### src/rtl/snd_env_pkg.sv
// snd_env_pkg: shared definitions for the envelope controller.
//  - env_state_t : per-voice envelope phase encodings (IDLE=0 .. RELEASE=4)
//  - register address constants for the CPU-visible envelope register map
//  - GAIN_SUBADDR: sound-block sub-address of a voice's gain register
//  - step_of()   : phase rate -> level step, (rate+1)<<4, range 16..4096
package snd_env_pkg;

   typedef enum logic [2:0] {
      ST_IDLE    = 3'd0,
      ST_ATTACK  = 3'd1,
      ST_DECAY   = 3'd2,
      ST_SUSTAIN = 3'd3,
      ST_RELEASE = 3'd4
   } env_state_t;

   localparam logic [1:0] SUB_ATK = 2'd0;
   localparam logic [1:0] SUB_DEC = 2'd1;
   localparam logic [1:0] SUB_SUS = 2'd2;
   localparam logic [1:0] SUB_REL = 2'd3;

   localparam logic [4:0] ADDR_GATE = 5'h10;
   localparam logic [4:0] ADDR_EN   = 5'h11;
   localparam logic [4:0] ADDR_BUSY = 5'h12;
   localparam logic [2:0] ADDR_LVL_HI = 3'b101;  // 0x14..0x17

   localparam logic [1:0] GAIN_SUBADDR = 2'b11;

   function automatic logic [12:0] step_of(input logic [7:0] rate);
      return ({5'd0, rate} + 13'd1) << 4;
   endfunction

endpackage

### src/rtl/snd_env_step.sv
// snd_env_step: combinational envelope step for one voice. Shared by the
// voice scan in snd_env, so it sees one voice per clock.
// Ports:
//  i_state  in  3   current phase (env_state_t encoding)
//  i_level  in  16  current level
//  i_atk    in  8   attack rate
//  i_dec    in  8   decay rate
//  i_rel    in  8   release rate
//  i_sus    in  8   sustain level (target is {i_sus, 8'h00})
//  o_state  out 3   next phase
//  o_level  out 16  next level
import snd_env_pkg::*;

module snd_env_step (
   input  logic [2:0]  i_state,
   input  logic [15:0] i_level,
   input  logic [7:0]  i_atk,
   input  logic [7:0]  i_dec,
   input  logic [7:0]  i_rel,
   input  logic [7:0]  i_sus,
   output logic [2:0]  o_state,
   output logic [15:0] o_level
);

   function automatic logic [15:0] sat_add(input logic [15:0] a, input logic [12:0] s);
      logic signed [17:0] sum;
      sum = $signed({2'b00, a}) + $signed({5'd0, s});
      if (sum > 18'sd65535) return 16'hFFFF;
      else                  return sum[15:0];
   endfunction

   // Subtract and floor at 'floor'; also pulls a level sitting below the
   // floor up to it (sustain raised while decaying).
   function automatic logic [15:0] clamp_sub(input logic [15:0] a, input logic [12:0] s,
                                             input logic [15:0] floor);
      logic signed [17:0] diff;
      diff = $signed({2'b00, a}) - $signed({5'd0, s});
      if (diff <= $signed({2'b00, floor})) return floor;
      else                                 return diff[15:0];
   endfunction

   logic [15:0] w_lvl;
   logic [15:0] w_tgt;

   assign w_tgt = {i_sus, 8'h00};

   always_comb begin
      o_state = i_state;
      w_lvl   = i_level;
      case (env_state_t'(i_state))
         ST_ATTACK: begin
            w_lvl = sat_add(i_level, step_of(i_atk));
            if (w_lvl == 16'hFFFF) o_state = ST_DECAY;
         end
         ST_DECAY: begin
            w_lvl = clamp_sub(i_level, step_of(i_dec), w_tgt);
            if (w_lvl == w_tgt) o_state = ST_SUSTAIN;
         end
         ST_RELEASE: begin
            w_lvl = clamp_sub(i_level, step_of(i_rel), 16'h0000);
            if (w_lvl == 16'h0000) o_state = ST_IDLE;
         end
         default: ;  // IDLE and SUSTAIN hold
      endcase
      o_level = w_lvl;
   end

endmodule

### src/rtl/snd_env.sv
// snd_env: 4-voice ADSR envelope controller in front of the sound block.
// Keeps per-voice rates/sustain, gate and enable bits; once per tick it scans
// the voices (one per clock through a shared step unit) and schedules gain
// writes into the sound block. CPU sound-block cycles pass straight through
// and always take priority over envelope writes.
// Ports:
//  clk, rst                 clock, synchronous active-high reset
//  cs, we, addr[4:0], din   envelope register access
//  dout[7:0]                registered read data
//  cpu_snd_cs/we/addr/din   CPU access to the sound block
//  snd_cs/we/addr/din       sound block bus (combinational mux)
import snd_env_pkg::*;

module snd_env #(
   parameter int TICK_DIV = 16000
) (
   input  logic       clk,
   input  logic       rst,
   input  logic       cs,
   input  logic       we,
   input  logic [4:0] addr,
   input  logic [7:0] din,
   output logic [7:0] dout,
   input  logic       cpu_snd_cs,
   input  logic       cpu_snd_we,
   input  logic [3:0] cpu_snd_addr,
   input  logic [7:0] cpu_snd_din,
   output logic       snd_cs,
   output logic       snd_we,
   output logic [3:0] snd_addr,
   output logic [7:0] snd_din
);

   localparam int CW = $clog2(TICK_DIV);
   localparam logic [CW-1:0] TICK_LAST = CW'(TICK_DIV - 1);

   logic [7:0]  r_atk [4];
   logic [7:0]  r_dec [4];
   logic [7:0]  r_sus [4];
   logic [7:0]  r_rel [4];
   logic [3:0]  r_gate;
   logic [3:0]  r_en;
   logic [3:0]  r_pend;
   logic [15:0] r_level [4];
   env_state_t  r_state [4];
   logic [7:0]  r_last [4];
   logic [CW-1:0] r_tick;
   logic        r_scan_vld_p0;
   logic [1:0]  r_scan_v_p0;
   logic [1:0]  r_rr;

   logic        w_wrap;
   logic        w_cfg_wr;
   logic        w_gate_wr;
   logic        w_en_wr;
   logic [3:0]  w_rise;
   logic [3:0]  w_gate_hit;
   logic [3:0]  w_scan_hit;
   logic [3:0]  w_wr_hit;
   logic [3:0]  w_busy;
   logic [2:0]  w_nstate;
   logic [15:0] w_nlevel;
   logic        w_found;
   logic [1:0]  w_pick;
   logic        w_issue;
   logic [7:0]  w_rdata;

   assign w_wrap    = (r_tick == TICK_LAST);
   assign w_cfg_wr  = cs && we && !addr[4];
   assign w_gate_wr = cs && we && (addr == ADDR_GATE);
   assign w_en_wr   = cs && we && (addr == ADDR_EN);

   // Gate edges on the write clock; a change on a voice beats that voice's
   // scan slot in the same cycle (its step is simply taken next tick).
   always_comb begin
      w_rise     = '0;
      w_gate_hit = '0;
      w_scan_hit = '0;
      w_wr_hit   = '0;
      w_busy     = '0;
      for (int v = 0; v < 4; v++) begin
         w_rise[v]     = w_gate_wr && din[v] && !r_gate[v];
         w_gate_hit[v] = w_rise[v] ||
                         (w_gate_wr && !din[v] && r_gate[v] && (r_state[v] != ST_IDLE));
         w_scan_hit[v] = r_scan_vld_p0 && (r_scan_v_p0 == 2'(v)) && !w_gate_hit[v];
         w_wr_hit[v]   = w_issue && (w_pick == 2'(v));
         w_busy[v]     = (r_state[v] != ST_IDLE);
      end
   end

   snd_env_step u_step (
      .i_state (r_state[r_scan_v_p0]),
      .i_level (r_level[r_scan_v_p0]),
      .i_atk   (r_atk[r_scan_v_p0]),
      .i_dec   (r_dec[r_scan_v_p0]),
      .i_rel   (r_rel[r_scan_v_p0]),
      .i_sus   (r_sus[r_scan_v_p0]),
      .o_state (w_nstate),
      .o_level (w_nlevel)
   );

   // Round-robin pick, starting with the voice after the last one served.
   always_comb begin
      w_found = 1'b0;
      w_pick  = r_rr;
      for (int k = 1; k <= 4; k++) begin
         if (!w_found && r_pend[r_rr + 2'(k)]) begin
            w_found = 1'b1;
            w_pick  = r_rr + 2'(k);
         end
      end
   end

   assign w_issue = w_found && !cpu_snd_cs;

   always_comb begin
      snd_cs   = 1'b0;
      snd_we   = 1'b0;
      snd_addr = 4'h0;
      snd_din  = 8'h00;
      if (cpu_snd_cs) begin
         snd_cs   = 1'b1;
         snd_we   = cpu_snd_we;
         snd_addr = cpu_snd_addr;
         snd_din  = cpu_snd_din;
      end else if (w_issue) begin
         snd_cs   = 1'b1;
         snd_we   = 1'b1;
         snd_addr = {w_pick, GAIN_SUBADDR};
         snd_din  = r_level[w_pick][15:8];
      end
   end

   always_comb begin
      w_rdata = 8'h00;
      if (!addr[4]) begin
         case (addr[1:0])
            SUB_ATK: w_rdata = r_atk[addr[3:2]];
            SUB_DEC: w_rdata = r_dec[addr[3:2]];
            SUB_SUS: w_rdata = r_sus[addr[3:2]];
            default: w_rdata = r_rel[addr[3:2]];
         endcase
      end else if (addr == ADDR_GATE) begin
         w_rdata = {4'h0, r_gate};
      end else if (addr == ADDR_EN) begin
         w_rdata = {4'h0, r_en};
      end else if (addr == ADDR_BUSY) begin
         w_rdata = {4'h0, w_busy};
      end else if (addr[4:2] == ADDR_LVL_HI) begin
         w_rdata = r_level[addr[1:0]][15:8];
      end
   end

   always_ff @(posedge clk) begin
      if (rst) begin
         for (int v = 0; v < 4; v++) begin
            r_atk[v] <= '0;
            r_dec[v] <= '0;
            r_sus[v] <= '0;
            r_rel[v] <= '0;
         end
         r_gate <= '0;
         r_en   <= '0;
         dout   <= '0;
      end else begin
         if (w_cfg_wr) begin
            case (addr[1:0])
               SUB_ATK: r_atk[addr[3:2]] <= din;
               SUB_DEC: r_dec[addr[3:2]] <= din;
               SUB_SUS: r_sus[addr[3:2]] <= din;
               default: r_rel[addr[3:2]] <= din;
            endcase
         end
         if (w_gate_wr) r_gate <= din[3:0];
         if (w_en_wr)   r_en   <= din[3:0];
         if (cs && !we) dout   <= w_rdata;
      end
   end

   // Tick counter and scan sequencer: voice v is stepped v+1 clocks after wrap.
   always_ff @(posedge clk) begin
      if (rst) begin
         r_tick        <= '0;
         r_scan_vld_p0 <= 1'b0;
         r_scan_v_p0   <= 2'd0;
         r_rr          <= 2'd0;
      end else begin
         r_tick <= w_wrap ? '0 : r_tick + CW'(1);
         if (w_wrap) begin
            r_scan_vld_p0 <= 1'b1;
            r_scan_v_p0   <= 2'd0;
         end else if (r_scan_vld_p0) begin
            r_scan_vld_p0 <= (r_scan_v_p0 != 2'd3);
            r_scan_v_p0   <= r_scan_v_p0 + 2'd1;
         end
         if (w_issue) r_rr <= w_pick;
      end
   end

   // Per-voice state, level, pending and last-written gain. When a voice is
   // written and scanned in the same clock, the new gain is compared with the
   // byte going out now, not the stale one.
   always_ff @(posedge clk) begin
      if (rst) begin
         for (int v = 0; v < 4; v++) begin
            r_state[v] <= ST_IDLE;
            r_level[v] <= '0;
            r_last[v]  <= '0;
         end
         r_pend <= '0;
      end else begin
         for (int v = 0; v < 4; v++) begin
            if (w_rise[v]) begin
               r_state[v] <= ST_ATTACK;
            end else if (w_gate_hit[v]) begin
               r_state[v] <= ST_RELEASE;
            end else if (w_scan_hit[v]) begin
               r_state[v] <= env_state_t'(w_nstate);
               r_level[v] <= w_nlevel;
            end

            if (w_en_wr && !din[v]) begin
               r_pend[v] <= 1'b0;
            end else if (w_scan_hit[v] && r_en[v] &&
                         (w_nlevel[15:8] != (w_wr_hit[v] ? r_level[v][15:8] : r_last[v]))) begin
               r_pend[v] <= 1'b1;
            end else if (w_wr_hit[v]) begin
               r_pend[v] <= 1'b0;
            end

            if (w_wr_hit[v]) r_last[v] <= r_level[v][15:8];
         end
      end
   end

endmodule

### config.mk
export PLATFORM = sky130hd
export DESIGN_NAME = snd_env
export DESIGN_NICKNAME = d
export VERILOG_FILES = /design/src/rtl/snd_env_pkg.sv /design/src/rtl/snd_env_step.sv /design/src/rtl/snd_env.sv
export SDC_FILE = /design/constraint.sdc
export NUM_CORES = 1
export LEC_CHECK = 0
export ABC_AREA = 1
export BUFFER_PORTS_ARGS = -buffer_cell sky130_fd_sc_hd__buf_2
export CAP_MARGIN = 10
export CORE_MARGIN = 4
export CORE_UTILIZATION = 40
export DETAILED_ROUTE_END_ITERATION = 10
export SYNTH_ARGS = -nofsm -noshare
export SYNTH_HDL_FRONTEND = slang
export SYNTH_SLANG_ARGS = --single-unit
export TNS_END_PERCENT = 20
### constraint.sdc
create_clock -name clk -period 6.19 [get_ports clk]
set_input_delay 0.3095 -clock clk [delete_from_list [all_inputs] [get_ports clk]]
set_output_delay 0.3095 -clock clk [all_outputs]
set_load 0.03 [all_outputs]
==> summary.txt, run 1 <==
Status
  – Outcome: completed

Timing
  – Final Skew: 0.0277 ns
  – RSZ-0062 raised after global routing: false
  – Final setup viols: 0
  – Setup TNS Final: 0 ns
  – Final min period: ~5.7 ns
  – Relative slew slack: between 20% and 30%
  – Hold Violations, Final: 0
  – Setup ws final: slightly above 0.5 ns
  – Max-slew violations: 0
  – Final Cycle Share: just over 90%
  – Fmax: about 180 MHz
  – Worst slew pin tran: around 1.1 ns

Placed design
  – Placed cell area: 18800 um^2
  – Pre-CTS setup slack: around 0.6 ns
  – Post-DP HPWL: roughly 46000 um
  – Placed Cells: between 2k and 3k
  – GP Congestion: approximately 0.97
  – IO buf count: 52

CTS
  – Clk sink count: 277
  – H-tree levels: 1
  – Setup Buffers After CTS: 0
  – CTS buffer count: 31
  – Clock root buffer: clkbuf_16
  – CTS tree: built
  – Clock Latency Late Sink: ~0.59 ns
  – Reg clk slew, reported paths: ~0.060 ns
  – Bufs on Longest Clock Path: 3

Critical path
  – Crit path max-delay cell type: dfxtp_4
  – Crit start category: register
  – Worst Setup End Kind: register
  – Most frequent CP cell: nand2_1
  – Worst Path Buf+Inv: 4
  – Critical Path AT: approximately 6.1 ns
  – CP Data Required Time: between 6 and 7 ns
  – Worst path max stage delay: around 0.45 ns
  – Worst Reg-to-Reg Cells: 37
  – CP Depth: 37
  – Worst Path Max Fanout: 26
  – Family with the most delay on the worst path: simple AND/OR/NAND/NOR gates
  – Setup CP Type: reg -> reg

Logic synthesis
  – Post-synth top area share: between 30% and 40%
  – Compound-Gate Fraction of Synth Area: a little over an eighth
  – Async SR Flop Fraction: 0%
  – Cell taking the most area after synthesis: edfxtp_1
  – Post-Synth Adder-Cell Area: between 3 and 4%
  – Flops & latches, synth: 277
  – Syn avg cell area: 7.68 um^2
  – Largest family of logic cells by synthesized area: simple AND/OR/NAND/NOR gates
  – Cells after synthesis: 2332
  – Mux contribution to synthesized area: less than 1%
  – Cell variety after synth: 62
  – Mapped Area: about 18000 um^2
  – Xor/xnor share of the synthesized area: 1.91%
  – Simple-gate share of the synthesized area: ~28%
  – Post-synth EDFFs: about 240
  – Synth top cells by count: nand2_1 (579), nor2_1 (345), inv_1 (298), edfxtp_1 (236), o21ai_0 (112)
  – Main synth FF type: edfxtp_1
  – Cell with the most instances after synthesis: nand2_1
  – Seq/Total Area, Yosys: around 44%
  – Top post-synthesis cells by area: edfxtp_1 (40%), nand2_1 (12%), nor2_1 (7.2%), inv_1 (6.2%), dfxtp_1 (4.6%)
  – Synth warnings: 0
  – Synth Net Count: around 2.4k

Global routing
  – Largest net degree at the start of global routing: 68
  – First-pass GRT wire length: 93200 um
  – GRT overflow: 0
  – Initial antenna violation count: 0
  – Vias in the first global route: roughly 16k
  – Global Route Usage Sum: 25.3%

Floorplan
  – Die area: 48200 um^2
  – IO Pins: 53
  – Initial Utilization: 40.5%
  – Die Wd: 220 um
  – Placeable Area: 44200 um^2
  – Die Y: 220 um
  – Row Count: 77

Route
  – DRC Markers: 0
  – Wirelength, routed: 62400 um
  – Vias/cell: roughly 5.6
  – Iteration-0 DRC count of the detailed router: between 1.5k and 2k
  – TritonRoute pass-1 iters: 6
  – Antenna Nets Post-Route: 0
  – Wirelength per Cell: between 20 and 25 um
  – DR vias: roughly 17k

Cells and area
  – Non-filler cells, final: approximately 3k
  – # diodes: 0
  – Finished Cell Area: slightly below 20000 um^2
  – Layout area overhead: 11.0%
  – Layout fillers: 4412
  – Final-stage net count: about 2.5k
  – Layout cell share with drive strength beyond 1: 9.55%

Job
  – Max-Cap Viols: 0

Power and ir drop
  – Pwr/cell area: between 200 and 250 nW/um^2
  – Total Power: roughly 4.8 mW
  – Pleak: roughly 8.5 nW
  – Peak VDD IR: between 0.2 and 0.25 mV

Worst hold path
  – Worst Hold Class: in -> reg
  – Hold depth: 3
[worst min-delay path: stages]
cell,delay (ns)
buf_2,0.13
nand2_1,0.07
a21oi_1,0.05
[metrics by stage]
| stage | utilization (%) | hold slack [ns] |
|---|---|---|
| after global routing | 44.9 | 0.0369 |
| final | 44.9 | 0.0208 |
| after floorplan | - | 0.418 |
| after CTS | 44.9 | 0.00509 |
| after global placement | 42.5 | 0.430 |
| after detailed placement | 42.5 | 0.461 |
[state kept, by name (all words and copies together) (netlist names), named ones only]
| signal | cells |
|---|---|
| dout | 8 |
| r_atk | 32 |
| r_dec | 32 |
| r_en | 4 |
| r_gate | 4 |
| r_last | 32 |
| r_level | 64 |
| r_pend | 4 |
| r_rel | 32 |
| r_rr | 2 |
| r_scan_v_p0 | 2 |
| r_scan_vld_p0 | 1 |
| r_state | 12 |
| r_sus | 32 |
| r_tick | 14 |
[final cells by class]
| class | count | area [um^2] | share of cell area (%) |
|---|---|---|---|
| clock buffers | 41 | 886 | 4.46 |
| clock inverters | 16 | 164 | 0.825 |
| inverters | 323 | 1220 | 6.13 |
| multi-input cells | 1646 | 8350 | 42.0 |
| flip-flops and latches | 277 | 7910 | 39.8 |
| well taps | 592 | 741 | 3.73 |
| repair buffers | 96 | 606 | 3.05 |
[worst paths after layout]
| kind | slack [ns] | startpoint | to |
|---|---|---|---|
| max | 0.51 | register | r_pend[2]$_SDFFE_PP0P_ |
| min | 0.02 | din[0] | r_gate[0]$_SDFFE_PP0P_ |
| max reg2reg | 0.51 | register | r_pend[2]$_SDFFE_PP0P_ |
| min reg2reg | 0.47 | r_tick[0]$_SDFF_PP0_ | r_tick[0]$_SDFF_PP0_ |
[cell families after synthesis]
| family | count (synthesis) |
|---|---|
| adder cells (fa/ha/maj) | 46 |
| multiplexers | 1 |
| AND/OR/NAND/NOR | 1176 |
| AO/OA/AOI/OAI | 384 |
| flip-flops | 277 |
| buffers and inverters | 409 |
| XOR/XNOR | 39 |
[placed cells by master (no fill, tap or decap), drive strengths merged, types with 13 or more instances in the layout]
cell type	n
a32oi	15
nor2	355
xnor2	14
buf	95
a21oi	111
nor3	18
nand2	602
edfxtp	236
dfxtp	41
nand4	42
nand3b	13
clkbuf	41
o22ai	32
a22oi	29
nand3	122
o21ai	125
inv	323
ha	43
xor2	25
[per-layer routing]
metal | part of all wire (%) | GRT usage (%) | wire [um]
met2 | 44 | 39.7 | 27700
met4 | 3.8 | 9.04 | 2360
met5 | 0 | 0 | 0
met1 | 42 | 35.7 | 26400
met3 | 9.6 | 3.81 | 5990
[timing repair]
action / 4_1_cts / 5_1_grt
gates resized for setup: 0 / 2
endpoints found under the hold margin: 1 / 0
hold buffers: 1 / 0
setup endpoints to repair: 0 / 3
[power breakdown]
group | total [mW] | switching [mW] | internal [mW] | leakage (nW)
combinational | 0.712 | 0.508 | 0.204 | 5.30
sequential | 2.14 | 0.0433 | 2.10 | 2.67
clock | 1.91 | 0.785 | 1.13 | 0.516
No activity file was read; power rests on OpenSTA's default activity.
==> run 2, diff against run 1 <==
--- a/config.mk
+++ b/config.mk
@@ -11,6 +11,7 @@
 export CORE_MARGIN = 4
 export CORE_UTILIZATION = 40
 export DETAILED_ROUTE_END_ITERATION = 10
+export MAX_ROUTING_LAYER = met4
 export SYNTH_ARGS = -nofsm -noshare
 export SYNTH_HDL_FRONTEND = slang
 export SYNTH_SLANG_ARGS = --single-unit
==> summary.txt, run 2 (synthesized netlist as in run 1, its figures left out) <==
Status
  – Outcome: completed

Cells and area
  – Most flops, register: r_level
  – Layout fillers: 4470 (+1.3%)
  – Final-stage net count: 2447 (-0.20%)
  – # diodes: 0 (unchanged)
  – Finished Cell Area: 19700 um^2 (-0.66%)
  – Most frequent cells in the layout: nand2_1 (579), nor2_1 (342), inv_1 (298)
  – Sequential cell area: 7910 um^2 (unchanged)
  – Multi-input logic area: 8350 um^2 (about the same)
  – Max reg flops: 64 (unchanged)
  – Layout cell share with drive strength beyond 1: 9.15% (-0.40 points)
  – Util after Layout: 44.6% (-0.29 points)
  – Layout area overhead: 10.2%
  – Non-filler cells, final: 2986 (-0.17%)
  – Commonest non-fill, non-tap cell in the layout: nand2_1

Route
  – Antenna Nets Post-Route: 0 (unchanged)
  – TritonRoute pass-1 iters: 6 (unchanged)
  – Iteration-0 DRC count of the detailed router: 1812 (+0.83%)
  – Wirelength per Cell: 21.1 um (+1.2%)
  – DRC Markers: 0 (unchanged)
  – Vias/cell: 5.62 (about the same)
  – DR vias: 16.8k (-0.089%)
  – Wirelength, routed: 63100 um (+1.0%)

CTS
  – Setup Buffers After CTS: 0 (unchanged)
  – Clock root buffer: clkbuf_16
  – Clk sink count: 277 (unchanged)
  – Reg clk slew, reported paths: 0.06 ns (about the same)
  – Bufs on Longest Clock Path: 3 (unchanged)
  – CTS tree: built
  – H-tree levels: 1 (unchanged)
  – Clock Latency Late Sink: 0.59 ns (about the same)
  – CTS buffer count: 31 (unchanged)

Timing
  – Worst slew pin tran: 1.13 ns (+0.0148 ns)
  – Relative slew slack: 24.0% (-0.99 points)
  – Final Skew: 0.0312 ns (+0.00348 ns)
  – Fmax: 182 MHz (+3.5%)
  – Hold_ws: 0.0205 ns (-0.000308 ns)
  – Max-slew violations: 0 (unchanged)
  – Hold Violations, Final: 0 (unchanged)
  – Final Cycle Share: 88.6% (-3.1 points)
  – Setup TNS Final: 0 ns (unchanged)
  – Setup ws final: 0.703 ns (+0.190 ns)
  – RSZ-0062 raised after global routing: false
  – Final min period: 5.49 ns (-0.190 ns)
  – Final setup viols: 0 (unchanged)

Power and ir drop
  – Pleak: 8.42 nW (-0.75%)
  – Pwr/cell area: 234 nW/um^2 (-2.2%)
  – Peak VDD IR: 0.211 mV (-10%)
  – Total Power: 4.63 mW (-2.9%)

Floorplan
  – Die Y: 220 um (unchanged)
  – Initial Utilization: 40.5% (unchanged)
  – Die Wd: 220 um (unchanged)
  – IO Pins: 53 (unchanged)
  – Placeable Area: 44200 um^2 (unchanged)
  – Die area: 48200 um^2 (unchanged)
  – Row Count: 77 (unchanged)

Critical path
  – Worst path max stage delay: 0.49 ns (+0.04 ns)
  – Worst Reg-to-Reg Cells: 27 (-27%)
  – Crit path max-delay cell type: a32oi_1
  – Reg-to-reg endpoint: r_state[1][0]$_SDFFCE_PN0P_
  – Most frequent CP cell: nand2_1
  – Setup slack, reg-to-reg: 0.70 ns (+0.19 ns)
  – Family with the most delay on the worst path: simple AND/OR/NAND/NOR gates
  – CP Data Required Time: 6.54 ns (-0.09 ns)
  – Setup CP Type: reg -> reg
  – Worst Path Max Fanout: 26 (unchanged)
  – Crit start category: register
  – Worst Setup End Kind: register
  – Worst Path Buf+Inv: 4 (unchanged)
  – Critical Path AT: 5.83 ns (-0.29 ns)

Global routing
  – GRT overflow: 0 (unchanged)
  – Global Route Usage Sum: 26.3% (+1.1 points)
  – Largest net degree at the start of global routing: 40 (-41%)
  – Met1 Resource Use GR: 36.5% (+0.78 points)
  – Most used routing layer: met2
  – M3 GR Usage: 3.60% (-0.21 points)
  – Initial antenna violation count: 0 (unchanged)
  – First-pass GRT wire length: 94200 um (+1.1%)
  – Vias in the first global route: 15.3k (-1.8%)
  – Grt met2 use: 41.0% (+1.2 points)

Job
  – Max-Cap Viols: 0 (unchanged)

Worst hold path
  – Hold EP: r_gate[3]$_SDFFE_PP0P_
  – Worst Hold Class: in -> reg
  – HP Start: din[3]
  – Hold depth: 3 (unchanged)

Placed design
  – Post-DP HPWL: 46500 um (+0.94%)
  – Placed cell area: 18800 um^2 (-0.20%)
  – Placed Cells: 2928 (-0.17%)
  – GP Congestion: 0.973 (+0.16%)
  – Pre-CTS setup slack: 0.619 ns (+0.0113 ns)
  – IO buf count: 52 (unchanged)
[run 2: per-layer routing]
layer  share of wire, %  up-vias  routed length, um
met5                  0        -                  0
met4                2.8        0               1800
met3                9.0      120               5700
li1                   -     7861                  -
met1                 42     8011              26800
met2                 46      792              28800
[run 2: repair_timing]
action | in CTS | in global routing
setup endpoints to repair | 0 | 7
hold endpoints to repair | 1 | 0
hold buffers | 1 | 0
gates resized for setup | 0 | 3
[run 2: final cells by class]
class | count | share of cell area [%]
repair buffers | 91 | 2.88
multi-input cells | 1646 | 42.3
clock buffers | 37 | 4.09
clock inverters | 20 | 0.741
well taps | 592 | 3.75
flip-flops and latches | 277 | 40.1
inverters | 323 | 6.17
[run 2: worst min-delay path: stages]
cell and delay (ns):
buf_2 0.11, nand2_1 0.07, a21oi_1 0.06
[run 2: worst max path at each step]
stage	to	cells past startpoint	slack, ns	from
6_report	r_state[1][0]$_SDFFCE_PN0P_	27	0.70	register
5_1_grt	r_pend[0]$_SDFFE_PP0P_	38	0.11	register
4_1_cts	r_state[2][0]$_SDFFCE_PN0P_	32	0.60	register
3_5_place_dp	r_state[2][0]$_SDFFCE_PN0P_	32	0.62	register
3_3_place_gp	r_state[0][0]$_SDFFCE_PN0P_	32	0.63	register
2_1_floorplan	r_state[0][0]$_SDFFCE_PN0P_	32	0.97	register
[run 2: power breakdown]
group / switching, mW / internal, mW / leakage (nW)
combinational: 0.511 / 0.202 / 5.28
clock: 0.769 / 1.01 / 0.474
sequential: 0.0434 / 2.10 / 2.67
==> run 3, diff against run 2 <==
--- a/config.mk
+++ b/config.mk
@@ -5,7 +5,6 @@
 export SDC_FILE = /design/constraint.sdc
 export NUM_CORES = 1
 export LEC_CHECK = 0
-export ABC_AREA = 1
 export BUFFER_PORTS_ARGS = -buffer_cell sky130_fd_sc_hd__buf_2
 export CAP_MARGIN = 10
 export CORE_MARGIN = 4
==> summary.txt, run 3 <==
CTS
  – Setup Buffers After CTS: 0 (unchanged)
  – Clock Latency Late Sink: 0.57 ns (-0.02 ns)
  – Reg clk slew, reported paths: 0.06 ns (about the same)
  – CTS tree: built
  – Clock root buffer: clkbuf_16
  – CTS buffer count: 31 (unchanged)
  – Hold_buf cts: 0 (-1)
  – Bufs on Longest Clock Path: 3 (unchanged)
  – H-tree levels: 1 (unchanged)
  – Resized Gates After CTS: 0 (unchanged)
  – Clk sink count: 277 (unchanged)

Timing
  – Setup TNS Final: 0 ns (unchanged)
  – Final min period: 5.81 ns (+0.322 ns)
  – Worst slew pin tran: 1.13 ns (-0.00792 ns)
  – Fmax: 172 MHz (-5.5%)
  – Final Cycle Share: 93.8% (+5.2 points)
  – Hold Violations, Final: 0 (unchanged)
  – RSZ-0062 raised after global routing: false
  – Max-slew violations: 0 (unchanged)
  – Final setup viols: 0 (unchanged)
  – Relative slew slack: 24.8% (+0.79 points)
  – Final Skew: 0.0173 ns (-0.0138 ns)

Logic synthesis
  – Mapped Area: 17700 um^2 (-0.99%)
  – Main synth FF type: edfxtp_1
  – Cell with the most instances after synthesis: nor2_1
  – Synth top cells by count: nor2_1 (242), edfxtp_1 (236), nand2_1 (108), mux4_2 (97), clkbuf_1 (69)
  – Seq/Total Area, Yosys: 44.6% (+0.44 points)
  – Post-synth EDFFs: 236 (unchanged)
  – Synth Net Count: 1702 (-29%)
  – Cell taking the most area after synthesis: edfxtp_1
  – Flops & latches, synth: 277 (unchanged)
  – Async SR Flop Fraction: 0% (unchanged)
  – Syn avg cell area: 10.9 um^2 (+42%)
  – Cells after synthesis: 1625 (-30%)
  – Post-synth top area share: 40.0% (+0.40 points)
  – Synth warnings: 0 (unchanged)
  – Top post-synthesis cells by area: edfxtp_1 (40%), mux4_2 (12%), nor2_1 (5.1%), dfxtp_1 (4.6%), ha_1 (3.0%)
  – Cell variety after synth: 86 (+39%)

Cells and area
  – Finished Cell Area: 19800 um^2 (+0.20%)
  – Most flops, register: r_level
  – Commonest non-fill, non-tap cell in the layout: nor2_1
  – Final-stage net count: 1745 (-29%)
  – Most frequent cells in the layout: nor2_1 (241), edfxtp_1 (236), nand2_1 (108)
  – Max reg flops: 64 (unchanged)
  – Layout cell share with drive strength beyond 1: 17.4% (+8.2 points)
  – Layout area overhead: 11.6%
  – # diodes: 0 (unchanged)

Placed design
  – GP Congestion: 0.999 (+2.7%)
  – Post-DP HPWL: 43200 um (-7.1%)
  – Placed cell area: 18700 um^2 (-0.16%)
  – IO buf count: 52 (unchanged)

Global routing
  – Vias in the first global route: 13.5k (-12%)
  – Initial antenna violation count: 0 (unchanged)
  – GRT overflow: 0 (unchanged)
  – Largest net degree at the start of global routing: 71 (+78%)
  – First-pass GRT wire length: 85800 um (-8.9%)
  – Global Route Usage Sum: 24.7% (-1.7 points)

Critical path
  – Worst Path Max Fanout: 17 (-35%)
  – Critical Path End: r_level[3][13]$_SDFFCE_PN0P_
  – CP Data Required Time: 6.48 ns (-0.06 ns)
  – Setup CP Type: reg -> reg
  – Setup slack, reg-to-reg: 0.38 ns (-0.32 ns)
  – Worst Reg-to-Reg Cells: 21 (-22%)
  – Worst Setup End Kind: register
  – Crit start category: register
  – Critical Path AT: 6.10 ns (+0.27 ns)
  – Reg-to-reg endpoint: r_level[3][13]$_SDFFCE_PN0P_

Power and ir drop
  – Pwr/cell area: 240 nW/um^2 (+2.3%)
  – Peak VDD IR: 0.222 mV (+5.4%)
  – Pleak: 7.36 nW (-13%)

Worst hold path
  – HP Start: din[4]
  – Worst Hold Class: in -> reg

Floorplan
  – Row Count: 76 (-1.3%)
  – Die Y: 219 um (-0.48%)
  – Placeable Area: 43500 um^2 (-1.7%)
  – Initial Utilization: 40.8% (+0.30 points)
  – IO Pins: 53 (unchanged)
  – Die area: 47800 um^2 (-0.95%)
  – Die Wd: 219 um (-0.48%)

Job
  – Max-Cap Viols: 0 (unchanged)

Route
  – DRC Markers: 0 (unchanged)
  – Wirelength per Cell: 25.6 um (+21%)
  – TritonRoute pass-1 iters: 6 (unchanged)
  – Antenna Nets Post-Route: 0 (unchanged)
  – DR vias: 14.0k (-17%)
  – Vias/cell: 6.13 (+9.1%)
  – Iteration-0 DRC count of the detailed router: 1518 (-16%)
  – Wirelength, routed: 58300 um (-7.6%)

Status
  – Outcome: completed
==> run 3: cell count changes in the layout (fill, tap and decap cells not counted), sizes merged, moves of 34 or more <==
| cell | before | now |
|---|---|---|
| nand2 | 602 | 108 |
| inv | 319 | 68 |
| nor2 | 355 | 243 |
| mux4 | 0 | 103 |
| o21ai | 125 | 43 |
| nand3 | 122 | 42 |
| a21oi | 111 | 64 |
| and2 | 4 | 47 |
| nand2b | 0 | 43 |
| mux2i | 1 | 35 |
| nand4 | 42 | 8 |
==> run 3: how the worst min path moves through the flow <==
stage                            endpoint  cells past startpoint
floorplan            r_tick[0]$_SDFF_PP0_                      1
global placement     r_tick[0]$_SDFF_PP0_                      1
detailed placement   r_tick[0]$_SDFF_PP0_                      1
CTS                 r_rel[3][4]$_DFFE_PP_                      3
global route         r_en[3]$_SDFFE_PP0P_                      3
finish              r_dec[3][4]$_DFFE_PP_                      3
==> run 3: kinds of logic after synthesis <==
logic type | count (synthesis) | share of synthesized area [%]
AO/OA/AOI/OAI | 285 | 11.4
adder cells (fa/ha/maj) | 46 | 3.37
AND/OR/NAND/NOR | 651 | 18.0
flip-flops | 277 | 44.6
XOR/XNOR | 63 | 3.27
multiplexers | 150 | 15.9
buffers and inverters | 153 | 3.40
==> run 3: stage by stage <==
stage	hold slack, ns	worst slack [ns]	utilization (%)	std cells	total power [mW]
2_1_floorplan	0.438	0.0162	-	1625	2.67
3_3_place_gp	0.459	0.360	43.1	2220	2.94
3_5_place_dp	0.466	0.167	43.1	2220	2.94
4_1_cts	0.154	0.161	45.4	2276	4.75
5_1_grt	0.180	0.0465	45.5	2276	4.90
6_report	0.172	0.381	45.5	2276	4.74
==> run 3: final cells by class <==
| cell class | instances | area, um^2 |
|---|---|---|
| multi-input cells | 1195 | 9280 |
| fillers | 3992 | 23700 |
| flip-flops and latches | 277 | 7910 |
| clock buffers | 41 | 865 |
| inverters | 66 | 248 |
| repair buffers | 97 | 611 |
| clock inverters | 15 | 135 |
| well taps | 585 | 732 |
==> run 3: routing by layer <==
| layer | up-vias | global-route usage [%] | wire length [um] |
|---|---|---|---|
| met3 | 128 | 4.87 | 5180 |
| met4 | 0 | 8.89 | 2280 |
| met5 | - | - | 0 |
| met2 | 685 | 37.8 | 26700 |
| li1 | 6232 | - | - |
| met1 | 6914 | 32.9 | 24100 |
==> run 3: critical path, cell delays in order (launching register included) <==
cell and delay, ns:
dfxtp_4 0.58, mux4_2 0.59, ha_1 0.24, nand3_1 0.11
nor2_1 0.08, xnor2_1 0.19, ha_1 0.32, and2_1 0.21
o21a_1 0.19, o31a_1 0.17, or4_1 0.48, nand2_1 0.10
ha_1 0.15, a21o_1 0.16, nand2b_1 0.15, o41a_1 0.27
nand3_1 0.26, nand3_1 0.17, nand3_1 0.36, o21ai_0 0.48
buf_4 0.21, nor2_1 0.05
==> run 3: power by group <==
group	switching, mW	total (mW)	internal [mW]
sequential	0.0502	2.15	2.10
clock	0.752	1.81	1.06
combinational	0.490	0.782	0.291
